File: src/rtl/ram_arbiter.sv
// Two-port arbiter/sequencer for the single-port data RAM: port 0 (CPU) and port 1 (DMA/debug).
// Pipeline: ARB (combinational grant, latch at accept) -> ACCESS (drive RAM) -> done/rdata stage.
module ram_arbiter #(
  parameter bit          FIXED_PRIO = 1'b0,
  parameter logic [15:0] P1_WP_BASE = 16'h0100,
  parameter logic [15:0] P1_WP_LAST = 16'h01FF
) (
  input  logic        clk,
  input  logic        reset,
  input  logic        p0_req,
  input  logic        p0_we,
  input  logic [15:0] p0_addr,
  input  logic [7:0]  p0_wdata,
  output logic        p0_gnt,
  output logic        p0_done,
  output logic [7:0]  p0_rdata,
  output logic        p0_err,
  input  logic        p1_req,
  input  logic        p1_we,
  input  logic [15:0] p1_addr,
  input  logic [7:0]  p1_wdata,
  output logic        p1_gnt,
  output logic        p1_done,
  output logic [7:0]  p1_rdata,
  output logic        p1_err,
  output logic [15:0] ram_addr,
  output logic [7:0]  ram_data_in,
  output logic        ram_write_enable,
  output logic        ram_read_enable,
  input  logic [7:0]  ram_data_out,
  input  logic        ram_ready,
  output logic        busy
);

  function automatic logic wp_hit(input logic [15:0] a);
    return (a >= P1_WP_BASE) && (a <= P1_WP_LAST);
  endfunction

  logic        last_p0;
  logic        accept_p0;
  logic        vld_p1;
  logic        port_p1;
  logic        we_p1;
  logic        hit_p1;
  logic [15:0] addr_p1;
  logic [7:0]  wdata_p1;
  logic        act_p1;

  // ARB stage: grant is independent of ACCESS so back-to-back accepts are possible
  always_comb begin
    p0_gnt = 1'b0;
    p1_gnt = 1'b0;
    if (ram_ready && !reset) begin
      p0_gnt = p0_req && (!p1_req || FIXED_PRIO || !last_p0);
      p1_gnt = p1_req && !p0_gnt;
    end
  end

  assign accept_p0 = p0_gnt || p1_gnt;

  always_ff @(posedge clk) begin
    if (reset) begin
      vld_p1  <= 1'b0;
      last_p0 <= 1'b0;
    end else begin
      vld_p1 <= accept_p0;
      if (accept_p0) last_p0 <= p0_gnt;
    end
  end

  always_ff @(posedge clk) begin
    if (accept_p0) begin
      port_p1  <= p1_gnt;
      we_p1    <= p1_gnt ? p1_we    : p0_we;
      addr_p1  <= p1_gnt ? p1_addr  : p0_addr;
      wdata_p1 <= p1_gnt ? p1_wdata : p0_wdata;
      hit_p1   <= p1_gnt && p1_we && wp_hit(p1_addr);
    end
  end

  // ACCESS stage: reset masks the RAM lines so an in-flight write is dropped
  assign act_p1           = vld_p1 && !reset;
  assign ram_addr         = act_p1 ? addr_p1 : 16'h0000;
  assign ram_data_in      = (act_p1 && we_p1) ? wdata_p1 : 8'h00;
  assign ram_write_enable = act_p1 && we_p1 && !hit_p1;
  assign ram_read_enable  = act_p1 && !we_p1;
  assign busy             = vld_p1;

  // Completion stage: done/err pulse, read data captured from the async RAM output
  always_ff @(posedge clk) begin
    if (reset) begin
      p0_done  <= 1'b0;
      p1_done  <= 1'b0;
      p1_err   <= 1'b0;
      p0_rdata <= 8'h00;
      p1_rdata <= 8'h00;
    end else begin
      p0_done <= vld_p1 && !port_p1;
      p1_done <= vld_p1 && port_p1;
      p1_err  <= vld_p1 && port_p1 && hit_p1;
      if (vld_p1 && !we_p1 && !port_p1) p0_rdata <= ram_data_out;
      if (vld_p1 && !we_p1 && port_p1)  p1_rdata <= ram_data_out;
    end
  end

  assign p0_err = 1'b0;

endmodule
File: config.mk
export PLATFORM = sky130hd
export DESIGN_NAME = ram_arbiter
export DESIGN_NICKNAME = d
export VERILOG_FILES = /design/src/rtl/ram_arbiter.sv
export SDC_FILE = /design/constraint.sdc
export NUM_CORES = 1
export LEC_CHECK = 0
export CORE_AREA = 2 2 79 81
export DETAILED_ROUTE_END_ITERATION = 8
export DIE_AREA = 0 0 81 83
export MAX_ROUTING_LAYER = met4
export PLACE_DENSITY = 0.72
export SYNTH_ARGS = -nofsm -noshare
export SYNTH_HDL_FRONTEND = slang
export SYNTH_SLANG_ARGS = --single-unit
export TNS_END_PERCENT = 100
File: constraint.sdc
create_clock -name clk -period 4.1 [get_ports clk]
set_input_delay 1.025 -clock clk [delete_from_list [all_inputs] [get_ports clk]]
set_output_delay 1.025 -clock clk [all_outputs]
set_load 0.1 [all_outputs]
Word-level counts from Yosys, hierarchy flattened
Cells that the tools add are included.
Widths: inputs -> output; s select.
{"block": "op_classes", "order_cmp": 2, "muxes": 7, "reduce_logical": 25}
{"op": "$mux 16", "n": 2}
{"op": "$ge 16x9->1 const B", "n": 1}
{"op": "$le 16x9->1 const B", "n": 1}
{"op": "$logic_and 1x1->1", "n": 16}
{"op": "$mux 8", "n": 2}
{"op": "$logic_not 1->1", "n": 7}
{"op": "$mux 1", "n": 3}
{"op": "$logic_or 1x1->1", "n": 2}
{"block": "word_totals", "ff_bits": 48, "inputBits": 63, "out_inout_bits": 49, "wordCells": 46}

Logic depth before layout (Yosys ltp)
{"block": "logic_depth", "ltp_word": 8, "mapped_depth": 5}

Least setup slack after synthesis
Ideal clock, no wire load.
{"block": "synth_path", "path_kind": "input to output", "start": "in reset", "end": "out ram_read_enable", "t_arrival_ns": 3.040, "t_required_ns": 3.075, "path_slack_ns": 0.035, "cell_stages": 5, "n_path_buf": 3, "cell_sequence": "buf_6 nor2b_1 clkbuf_1 clkbuf_2 nor2b_1"}
{"block": "synth_via", "elab_chain_len": 3}
{"element": "from (decl)", "line": "9", "rtl": "input logic reset,"}
{"element": "$logic_not 1->1", "line": "82", "rtl": "assign act_p1 = vld_p1 && !reset;"}
{"element": "$logic_and 1x1->1", "line": "82"}
{"element": "$logic_and 1x1->1", "line": "86", "rtl": "assign ram_read_enable = act_p1 && !we_p1;"}
{"element": "to (decl)", "line": "29", "rtl": "output logic ram_read_enable,"}
No other way between the ends.

Worst setup path after layout
Same ends and word-level chain as after synthesis.

==> results_dict.tcl <==
set metrics [dict create \
    die_width_um 81 \
    cts.repair_timing.setup_buffer_count 0 \
    netlist_instances 165 \
    boundaryPins 112 \
    drt_iter0_drc 36 \
    die_area_um2 6723 \
    worst_r2r_path_depth 3 \
    fillCellCount 477 \
    reg2reg_to "p0_rdata[6]" \
    hold_viol 0 \
    max_cap_viol_count 0 \
    leakage_nw 1.526 \
    post_layout_nonfiller_instances 351 \
    place.port_buffers 110 \
    dp_hpwl_um 3716 \
    via_count_of_the_first_global_routing_pass 1602 \
    floorplan.die.height_um 83 \
    drc_errors 0 \
    yosysSeqAreaShare_pct 56.39 \
    netlist_area_um2 2183 \
    fin_skew_ps 8.272 \
    worst_hold_path_type "reg -> reg" \
    cts_buffers 5 \
    synthesis.area_per_instance_um2 13.23 \
    clock_tree.htree_level_count 2 \
    cts_tree "yes" \
    synth.distinct_cells 28 \
    max_clock_freq_mhz 291.3 \
    final-setup-viol-count 0 \
    worst_slew_pin_slew_ps 987.2 \
    finish.net_count 338 \
    route.detailed.wl_per_inst_um 13.29 \
    timing.critical_path.from_type "input port" \
    areaGrowthSynthToFinish_pct 71.58 \
    timing.critical_path.arrival_ps 2410 \
    drtPass1Iterations 4 \
    worst-setup-path-type "in -> out" \
    worst_r2r_startpoint "we_p1" \
    critPathRequiredTime_ps 3070 \
    final_period_minus_worst_setup_slack_ps 3433 \
    critical_path.startpoint "reset" \
    viasPerCell 4.564 \
    core_area_um2 5816 \
    end_of_the_critical_path "ram_read_enable" \
    synth.ff_latch_count 48 \
    regToRegSetupSlack_ps 2370 \
    powerDensity_nw_per_um2 291.9 \
    initial_utilization_pct 37.54 \
    post_route_cells_drive_above_1_share_pct 25.00 \
    clock_tree.buffer_depth 2 \
    grt_start_max_net_pins 30 \
    post_cts.resized_instances 0 \
    finalWirelength_um 4666 \
    status "finished clean" \
    source_to_sink_clock_delay_at_the_later_pin_of_the_worst_skew_pair_ps 290 \
    rsz0062_at_grt "false" \
    maxSlewViolCount 0 \
    cts_hold_buffers 0 \
    total_gr_overflow 0 \
    wire_length_of_the_first_global_routing_pass_um 7417 \
    cts_root_buffer "clkbuf_8" \
    antenna_left 0 \
    setup_total_negative_slack_ps 0 \
    critical_path.max_fanout 29 \
    layout.core_utilization_pct 64.41 \
    ys_warn_count 0 \
    place.detailed.instances 343 \
    fin_crit_sh_pct 83.72 \
    vias 1602 \
    numClockSinks 48 \
    placementRows 28 \
    grt_antenna_before_repair 0 \
    final_weighted_congestion_in_routability_driven_placement 0.7196 \
    max-vdd-ir-drop_uv 155.4 \
    net_count_of_the_mapped_netlist 228 \
    antenna_cells 0 \
    gr-usage-all-layers_pct 14.85 \
    max_slew_margin_pct 33.98 \
    clock_transition_at_the_register_clock_pins_on_the_worst_setup_and_hold_paths_after_cts_ps 80 \
    critical_path.endpoint_type "output pin" \
]
## per-layer routing
layer / part of all wire [%] / up-vias / GRT usage (%)
li1: - / 795 / -
met1: 39 / 715 / 16.36
met2: 49 / 78 / 24.04
met3: 8.8 / 14 / 4.783
met4: 2.7 / 0 / 6.934
met5: 0 / - / -
## area by class of cell
class	count	area, um2	area share [%]
Timing Repair Buffer	114	1411	37.68
Sequential cell	48	1231	32.87
Clock buffer	8	121.4	3.240
Tap cell	75	93.84	2.505
Inverter	1	3.754	0.1002
Multi-Input combinational cell	105	884.6	23.61
## per-stage QoR
step           setup WS (ps)  power [mW]  area, um2  hold WS [ps]
4_1_cts                656.8       1.108       3746         508.3
6_report               667.3       1.094       3746         503.7
2_1_floorplan          34.54      0.6653       2183         460.8
5_1_grt                585.9       1.136       3746         534.2
3_5_place_dp           656.3      0.7692       3625         486.4
3_3_place_gp           695.5      0.7671       3625         475.6
## cells in the final DEF, fill, tap and decap left out, types with 2 or more instances in the layout
master           count
a21oi_1              2
and2_1              17
and3_1               9
buf_12              28
buf_4                4
clkbuf_8             7
clkdlybuf4s50_1     82
dfxtp_1             21
edfxtp_1            27
mux2_2               7
mux2_4              18
mux2i_1             16
nand2_1              2
nor2_1              19
nor2b_1              2
o21a_1               2
## cell usage after synthesis (all sizes together)
library cell / number / share of area (%)
o21a: 2 / 0.69
edfxtp: 27 / 37
nand3: 1 / 0.80
nand3b: 1 / 0.34
nand4: 1 / 0.29
and2: 17 / 4.9
and3: 9 / 2.6
mux2i: 16 / 7.3
nor3b: 1 / 0.34
a311oi: 1 / 0.40
clkbuf: 5 / 0.92
mux2: 25 / 16
buf: 6 / 2.3
dfxtp: 21 / 19
nand2: 2 / 0.34
nor3: 1 / 0.23
a21oi: 2 / 0.46
nand2b: 1 / 0.29
or3: 1 / 0.29
nor2: 19 / 3.3
conb: 1 / 0.17
inv: 1 / 0.17
nor2b: 4 / 1.5
## state kept, by name (all words and copies together) (netlist names), 8 cells and up
register and cells:
p0_rdata 8, addr_p1 16, wdata_p1 8, p1_rdata 8
## critical path, stage by stage
cell	delay, ps
clkdlybuf4s50_1	500
nor2b_2	140
buf_4	250
nor2b_1	270
buf_12	210
## power by group
part           internal [mW]  total, mW  switching (mW)
registers              0.526      0.531         0.00568
logic                  0.111      0.225           0.114
clock network          0.191      0.338           0.147
## cells by family (layout without fill, tap and decap cells)
group,after synthesis,count (layout),synth area share [%]
AO/OA/AOI/OAI,5,5,1.547
AND/OR/NAND/NOR,58,58,15.13
other,1,1,0.1718
buffers and inverters,12,123,3.438
multiplexers,41,41,23.32
flip-flops,48,48,56.39
## how the worst min path moves through the flow
stage          cells after the start   startpoint           to  slack (ps)
2_1_floorplan                      1      last_p0      last_p0         460
3_3_place_gp                       2  p0_rdata[1]  p0_rdata[1]         480
3_5_place_dp                       2  p0_rdata[2]  p0_rdata[2]         490
4_1_cts                            2  p0_rdata[2]  p0_rdata[2]         510
5_1_grt                            2  p1_rdata[2]  p1_rdata[2]         530
6_report                           2  p1_rdata[6]  p1_rdata[6]         500
(Power assumes the default switching activity.)
